==> src/rtl/hs_tx_arbiter.sv <==
// hs_tx_arbiter: round-robin arbiter sharing one two-flop handshake synchronizer among NREQ requesters
module hs_tx_arbiter #(
  parameter int NREQ  = 4,
  parameter int DW    = 24,
  parameter int IDW   = 2,
  parameter int TMO_W = 8
) (
  input  logic                sclk,
  input  logic                rst_n,
  input  logic [NREQ-1:0]     i_req_valid,
  input  logic [NREQ*DW-1:0]  i_req_data,
  output logic [NREQ-1:0]     o_req_ready,
  input  logic                i_sync_sidle,
  output logic                o_sync_sready,
  output logic [IDW+DW-1:0]   o_sync_din,
  output logic                o_busy,
  output logic [IDW-1:0]      o_grant_id,
  output logic                o_stall_err,
  input  logic                i_stall_clr
);
  typedef enum logic [1:0] {ARB, LAUNCH, WAIT} state_t;
  state_t           r_state;
  logic [IDW-1:0]   r_rr_ptr;
  logic [TMO_W-1:0] r_tmo_cnt;
  logic             w_found;
  logic [IDW-1:0]   w_win;
  logic [IDW:0]     w_idx;
  logic [DW-1:0]    w_win_data;
  logic [NREQ-1:0]  w_onehot;
  logic             w_grant;
  logic             w_tmo_hit;
  // first pending requester scanning from r_rr_ptr upward with wrap at NREQ-1
  always_comb begin
    w_found = 1'b0;
    w_win   = '0;
    w_idx   = '0;
    for (int k = 0; k < NREQ; k++) begin
      w_idx = {1'b0, r_rr_ptr} + (IDW+1)'(k);
      w_idx = (w_idx >= (IDW+1)'(NREQ)) ? w_idx - (IDW+1)'(NREQ) : w_idx;
      if (!w_found && i_req_valid[w_idx[IDW-1:0]]) begin
        w_found = 1'b1;
        w_win   = w_idx[IDW-1:0];
      end
    end
  end
  // payload and accept mask of the winner
  always_comb begin
    w_win_data = '0;
    w_onehot   = '0;
    for (int i = 0; i < NREQ; i++) begin
      if (w_win == IDW'(i)) begin
        w_win_data  = i_req_data[i*DW +: DW];
        w_onehot[i] = 1'b1;
      end
    end
  end
  assign w_grant   = (r_state == ARB) && i_sync_sidle && w_found;
  assign w_tmo_hit = (r_state == WAIT) && !i_sync_sidle && (r_tmo_cnt == ~TMO_W'(1));
  assign o_busy    = (r_state != ARB);
  // grant FSM with registered launch, accept, id and sticky stall flag
  always_ff @(posedge sclk or negedge rst_n) begin
    if (!rst_n) begin
      r_state       <= ARB;
      r_rr_ptr      <= '0;
      r_tmo_cnt     <= '0;
      o_sync_sready <= 1'b0;
      o_sync_din    <= '0;
      o_req_ready   <= '0;
      o_grant_id    <= '0;
      o_stall_err   <= 1'b0;
    end else begin
      o_sync_sready <= w_grant;
      o_req_ready   <= w_grant ? w_onehot : '0;
      o_stall_err   <= w_tmo_hit | (o_stall_err & ~i_stall_clr);
      case (r_state)
        ARB: begin
          if (w_grant) begin
            o_sync_din <= {w_win, w_win_data};
            o_grant_id <= w_win;
            r_rr_ptr   <= (w_win == IDW'(NREQ-1)) ? '0 : w_win + IDW'(1);
            r_state    <= LAUNCH;
          end
        end
        LAUNCH: r_state <= WAIT;
        WAIT: begin
          if (i_sync_sidle) begin
            r_state   <= ARB;
            r_tmo_cnt <= '0;
          end else if (r_tmo_cnt != '1) begin
            r_tmo_cnt <= r_tmo_cnt + TMO_W'(1);
          end
        end
        default: r_state <= ARB;
      endcase
    end
  end
endmodule

==> config.mk <==
export PLATFORM = sky130hd
export DESIGN_NAME = hs_tx_arbiter
export DESIGN_NICKNAME = d
export VERILOG_FILES = /design/src/rtl/hs_tx_arbiter.sv
export SDC_FILE = /design/constraint.sdc
export NUM_CORES = 1
export LEC_CHECK = 0
export ABC_AREA = 1
export BUFFER_PORTS_ARGS = -buffer_cell sky130_fd_sc_hd__buf_2
export CORE_MARGIN = 1
export CORE_UTILIZATION = 47
export DETAILED_ROUTE_END_ITERATION = 6
export GPL_TIMING_DRIVEN = 0
export PLACE_DENSITY = 0.82
export SLEW_MARGIN = 20
export SYNTH_ARGS = -nofsm -noshare
export SYNTH_HDL_FRONTEND = slang
export SYNTH_SLANG_ARGS = --single-unit
export TNS_END_PERCENT = 1
==> constraint.sdc <==
create_clock -name sclk -period 3.5 [get_ports sclk]
set_input_delay 0.7 -clock sclk [delete_from_list [all_inputs] [get_ports sclk]]
set_output_delay 0.7 -clock sclk [all_outputs]
set_load 0.02 [all_outputs]
==> results of run 1 <==
## worst paths after layout
check	from	end	depth (start not counted)
setup / recovery	r_rr_ptr[0]	o_sync_din[5]	19
hold / removal	rst_n	o_sync_din[20]	1
setup reg to reg	r_rr_ptr[0]	o_sync_din[5]	19
hold reg to reg	r_state[1]	r_state[1]	1
max in group asynchronous	rst_n	r_tmo_cnt[2]	1
min in group sclk	r_state[1]	r_state[1]	1
## worst max-delay path: cells and delay by family, from the launching register on
family                     cells  cell delay (ns)
AOI/OAI and AO/OA              2             0.27
and+or+nand+nor               11             1.37
DFF                            1             0.39
adders and majority gates      1             0.19
buffers and inverters          5             0.79
## power breakdown
group | internal (mW) | switching (mW)
clock | 0.215 | 0.197
sequential | 0.713 | 0.110
combinational | 1.11 | 2.15
## cell usage after synthesis
library cell  number  share of area
nand2_1          195           0.26
o21ai_0           54          0.095
dfrtp_1           44           0.39
a21oi_1           26          0.046
inv_1             25          0.033
nand3_1           13          0.023
nor2_1            13          0.017
clkbuf_1          11          0.015
ha_1               6          0.026
buf_4              5          0.013
buf_6              4          0.016
nand4_1            4         0.0088
buf_2              3         0.0053
nand2_2            3         0.0066
o31ai_1            3         0.0079
inv_2              2         0.0026
nand3_2            2         0.0070
o21ai_2            2         0.0062
xor2_1             2         0.0062
and3_1             1         0.0022
buf_1              1         0.0013
inv_6              1         0.0031
nand2_4            1         0.0040
nor2_4             1         0.0040
nor3_1             1         0.0018
o21ai_1            1         0.0018
o22ai_1            1         0.0022
## state kept, by name, summed over array words and instances (netlist names)
| register | count |
|---|---|
| r_rr_ptr | 2 |
| o_sync_din | 26 |
| o_sync_sready | 1 |
| r_tmo_cnt | 8 |
| o_req_ready | 4 |
| r_state | 2 |
| o_stall_err | 1 |
## logic make-up after synthesis
| group | after synthesis | share of synthesized area |
|---|---|---|
| fa+ha+maj | 6 | 0.0264 |
| buf+inv | 52 | 0.0889 |
| xor+xnor | 2 | 0.00617 |
| compound gates | 87 | 0.159 |
| flops | 44 | 0.387 |
| simple gates | 234 | 0.332 |
## routing by layer
layer / routed length [um] / share of wire
met5: 0 / 0
met3: 373 / 0.046
met4: 157 / 0.019
met1: 3420 / 0.42
met2: 4110 / 0.51
## layout make-up
class	instances	share of cell area
tap	72	0.0241
inverter	28	0.0294
timing repair buffer	138	0.185
buffer	24	0.0381
clock inverter	3	0.0124
multi-input combinational	329	0.398
sequential	44	0.294
clock buffer	5	0.0184
==> flow_summary.yaml, run 1 <==
clock_network:
  tritoncts: "done"
  cts.sinks: 44
  clk_pin_slew_ns: 0.09
  hold_buffers: 0
  cts_buffers: 5
  clk_path_buf_depth: 2
  cts-resized-gates: 0
  post_cts_buffers: 0
  clock_latency_ns: 0.31
  cts-root-buf: "clkbuf_8"
  h-tree-depth: 2
finish:
  fillers: 556
  n_antenna_cell: 0
  multi_input_area_sq_mm: 0.00149
  mostFrequentLayoutCells: "nand2_1, buf_2, o21ai_0"
  layout.nets: 680
  final_cell_area_sq_mm: 0.00374
  drive_gt1_frac: 0.298
  final_common_cell: "nand2_1"
  register_area_sq_mm: 0.00110
  area_growth_pct: 31.6
  fin_util: 0.659
  fin_cells: 643
sta:
  fin_worst_skew_ns: 0.00669
  fin_crit_ns: 3.08
  slew_headroom: 0.619
  slew_violations: 0
  hold_slack_ns: 0.382
  worst_pin_slew_ns: 0.571
  setup_viol_count_final: 0
  fmax_mhz: 325
  min_period_over_period: 0.880
  fin_ws_ns: 0.418
  tns_ns: 0
  rsz0062_at_grt: "no"
  finalHoldViolCount: 0
grt:
  grt_max_degree: 45
  gr-usage-met1: 0.316
  grt_pass1_vias: 3011
  grt_pass1_wl_mm: 13.2
  overflow: 0
  antenna_found_initial: 0
  busiest_layer: "met2"
  grt.met2_usage: 0.490
  use_met3: 0.0400
  grt_usage: 0.269
floorplan:
  coreArea_sq_mm: 0.00568
  dieArea_sq_mm: 0.00636
  io_pins: 139
  rows: 27
  die_h_um: 79.8
  die_w_um: 79.8
  start_util: 0.501
setup_path:
  cp_max_fo: 10
  endpoint_kind: "flop"
  cp.required_ns: 3.75
  critPathLaunchType: "flop"
  slowest_delay_ns: 0.39
  cp.arrival_ns: 3.33
  crit_type: "flop to flop"
  crit_chain: "buf_6, inv_6, nand2_1, nand3_1, nand2_1, nor2_4, nand3_2, nand3_1, inv_1, ha_1, buf_2, nor2_1, buf_2, nand2_1, nand2_1, o21ai_0, o21ai_0, nand2_1, nand2_1"
  crit_top_cell: "nand2_1"
  ff2ff_setup_slack_ns: 0.42
  cpMaxStageDelayCell: "dfrtp_1"
flow_run:
  cap_violations: 0
synthesis:
  ys_seq_elements: 44
  synth_cells: 425
  ys_types: 27
  synth_warnings: 0
  synth_area_sq_mm: 0.00284
  postSynthAreaPerCell_sq_um: 6.69
  seq_area_frac_synth: 0.387
  synth.net_count: 535
drt:
  first_pass_iters: 5
  drc_errors: 0
  viasPerCell: 4.96
  drt_iter0_drc: 152
  wirelength_mm: 8.06
  vias: 3192
  antenna_left: 0
  routedWlPerCell_um: 12.5
power_and_ir_drop:
  power_density_mw_per_mm2: 1200
  power_leakage_nw: 2.12
  ir_drop_mv: 0.679
  total_power_mw: 4.50
place:
  dp_hpwl_mm: 6.16
  placed_cells: 635
  port_buffers: 138
  post_dp_cell_area_sq_mm: 0.00362
  dp_slack_ns: 0.180
  routabilityCongestion: 0.893
hold_path:
  min_path_type: "input port to asynchronous set/reset pin"
run_status:
  status: "finished, final reports clean"
Note: power is estimated with default switching activity, not from simulation.
==> run 2, diff against run 1 <==
--- a/config.mk
+++ b/config.mk
@@ -7,6 +7,7 @@
 export LEC_CHECK = 0
 export ABC_AREA = 1
 export BUFFER_PORTS_ARGS = -buffer_cell sky130_fd_sc_hd__buf_2
+export CORE_ASPECT_RATIO = 0.75
 export CORE_MARGIN = 1
 export CORE_UTILIZATION = 47
 export DETAILED_ROUTE_END_ITERATION = 6
==> run 2 against run 1 <==
  * First-iteration DRC count is 2.0% lower
  * Flip-flop and latch count is the same
  * Worst setup slack improved by 0.084 ns
  * Global-route usage down 0.52 points
  * Critical endpoint is now o_sync_din[7]
  * Utilization shrank 2.0 points
  * Routed wire length is 0.79% higher
  * Largest power group unchanged
==> flow_summary.yaml, run 2 (same netlist as run 1, synthesis figures left out) <==
setup_path:
  crit_top_cell: "nand2_1"
  crit_chain: "buf_6, inv_6, nand2_1, nand3_1, nand2_1, nor2_4, nand3_2, nand3_1, inv_1, ha_1, buf_2, nor2_2, buf_2, nand2_1, nand2_1, o21ai_0, o21ai_0, nand2_1, nand2_1"
  r2r_cells: 19
  cp_top_family: "simple AND/OR/NAND/NOR gates"
  cp.arrival_ns: 3.22
  cp_max_fo: 10
  timing.rr.end: "o_sync_din[7]"
  path_buf_inv: 5
  reg2reg_from: "r_rr_ptr[0]"
  cp.required_ns: 3.72
  endpoint_kind: "flop"
  crit_type: "flop to flop"
  cpMaxStageDelayCell: "dfrtp_1"
  slowest_delay_ns: 0.38
  ff2ff_setup_slack_ns: 0.50
  critPathLaunchType: "flop"
grt:
  grt_pass1_wl_mm: 13.5
  grt_pass1_vias: 3043
  overflow: 0
  antenna_found_initial: 0
  grt_usage: 0.264
  grt_max_degree: 45
finish:
  layout.nets: 680
  final_cell_area_sq_mm: 0.00372
  multi_input_area_sq_mm: 0.00149
  drive_gt1_frac: 0.296
  area_growth_pct: 31.0
  reg.largest.list: "o_sync_din x26, r_tmo_cnt x8, o_req_ready x4"
  mostFrequentLayoutCells: "nand2_1, buf_2, o21ai_0"
  register_area_sq_mm: 0.00110
  final_common_cell: "nand2_1"
  largest_register_ffs: 26
  n_antenna_cell: 0
  fillers: 544
  largest_register: "o_sync_din"
clock_network:
  cts-root-buf: "clkbuf_8"
  cts.sinks: 44
  clk_path_buf_depth: 2
  tritoncts: "done"
  h-tree-depth: 2
  post_cts_buffers: 0
  clk_pin_slew_ns: 0.08
  cts_buffers: 5
  clock_latency_ns: 0.29
sta:
  fin_worst_skew_ns: 0.00749
  fin_crit_ns: 3.00
  slew_headroom: 0.369
  setup_viol_count_final: 0
  slew_violations: 0
  min_period_over_period: 0.856
  worst_pin_slew_ns: 0.947
  finalHoldViolCount: 0
  rsz0062_at_grt: "no"
  fmax_mhz: 334
  tns_ns: 0
power_and_ir_drop:
  switching_power_mw: 2.44
  ir_drop_mv: 0.789
  p_int_mw: 1.99
  swShare: 0.551
  pwr-share-comb: 0.742
  power_leakage_nw: 2.11
  clkPwrFrac: 0.072
  pwr-share-seq: 0.187
  power_density_mw_per_mm2: 1190
place:
  dp_hpwl_mm: 6.38
  port_buffers: 138
  routabilityCongestion: 0.899
  post_dp_cell_area_sq_mm: 0.00363
drt:
  viasPerCell: 5.02
  drt_iter0_drc: 149
  antenna_left: 0
  vias: 3261
  wirelength_mm: 8.12
  routedWlPerCell_um: 12.5
  drc_errors: 0
  first_pass_iters: 4
floorplan:
  die_h_um: 69.3
  rows: 24
  io_pins: 139
  dieArea_sq_mm: 0.00636
  die_w_um: 91.8
  start_util: 0.488
  coreArea_sq_mm: 0.00583
hold_path:
  min_to: "o_sync_din[4]"
  min_path_cells: 2
  worstHoldStart: "o_sync_din[4]"
  min_path_type: "flop to flop"
run_status:
  status: "finished, final reports clean"
flow_run:
  cap_violations: 0
[run 2: power by group through the flow]
stage | registers (mW) | clock network, mW | logic [mW]
2_1_floorplan | 1.00 | 0 | 2.21
6_report | 0.826 | 0.318 | 3.28
4_1_cts | 0.826 | 0.328 | 3.27
3_3_place_gp | 0.827 | 0 | 3.17
3_5_place_dp | 0.833 | 0 | 3.26
5_1_grt | 0.845 | 0.352 | 3.77
[run 2: how the worst max path moves through the flow]
stage                     cells past startpoint  slack, ns        endpoint            from
final                                        19       0.50   o_sync_din[7]     r_rr_ptr[0]
after global routing                         19       0.12   o_sync_din[7]     r_rr_ptr[0]
after CTS                                    19       0.39   o_sync_din[5]     r_rr_ptr[0]
after detailed placement                     19       0.13   o_sync_din[5]  i_req_valid[0]
after global placement                       19       0.21   o_sync_din[7]  i_req_valid[3]
after floorplan                              18       0.82  o_sync_din[10]  i_req_valid[0]
[run 2: repair_timing]
| action | in CTS | in global routing |
|---|---|---|
| hold endpoints to repair | 0 | 0 |
| resized for setup | 0 | 1 |
| setup endpoints to repair | 0 | 2 |
| hold buffers | 0 | 0 |
[run 2: final cells by class]
cell class | instances | share of cell area
Multi-Input combinational cell | 329 | 0.400
Sequential cell | 44 | 0.296
Timing Repair Buffer | 138 | 0.186
Buffer | 24 | 0.0383
Inverter | 28 | 0.0296
Tap cell | 78 | 0.0262
Clock buffer | 8 | 0.0242
[run 2: routing by layer]
layer / wire (um) / vias up / GRT usage
met5: 0 / - / 0
met1: 3470 / 1490 / 0.330
met2: 4050 / 123 / 0.469
li1: - / 1637 / -
met3: 501 / 11 / 0.0515
met4: 97 / 0 / 0.0677
[run 2: per-stage QoR]
| stage | instances | util | hold slack (ns) | power (mW) | worst slack [ns] |
|---|---|---|---|---|---|
| detailed placement | 641 | 0.623 | 0.460 | 4.09 | 0.135 |
| CTS | 649 | 0.639 | 0.480 | 4.42 | 0.391 |
| global route | 649 | 0.639 | 0.498 | 4.96 | 0.116 |
| global placement | 641 | 0.623 | 0.453 | 3.99 | 0.207 |
| floorplan | 425 | - | 0.404 | 3.21 | 0.821 |
| finish | 649 | 0.639 | 0.475 | 4.43 | 0.503 |
[run 2: worst register-to-register path, stage by stage, from the launching register on]
cell and delay, ns:
dfrtp_1 0.38, buf_6 0.14, inv_6 0.08, nand2_1 0.07
nand3_1 0.10, nand2_1 0.11, nor2_4 0.16, nand3_2 0.13
nand3_1 0.18, inv_1 0.08, ha_1 0.20, buf_2 0.17
nor2_2 0.31, buf_2 0.30, nand2_1 0.09, nand2_1 0.06
o21ai_0 0.07, o21ai_0 0.17, nand2_1 0.07, nand2_1 0.05
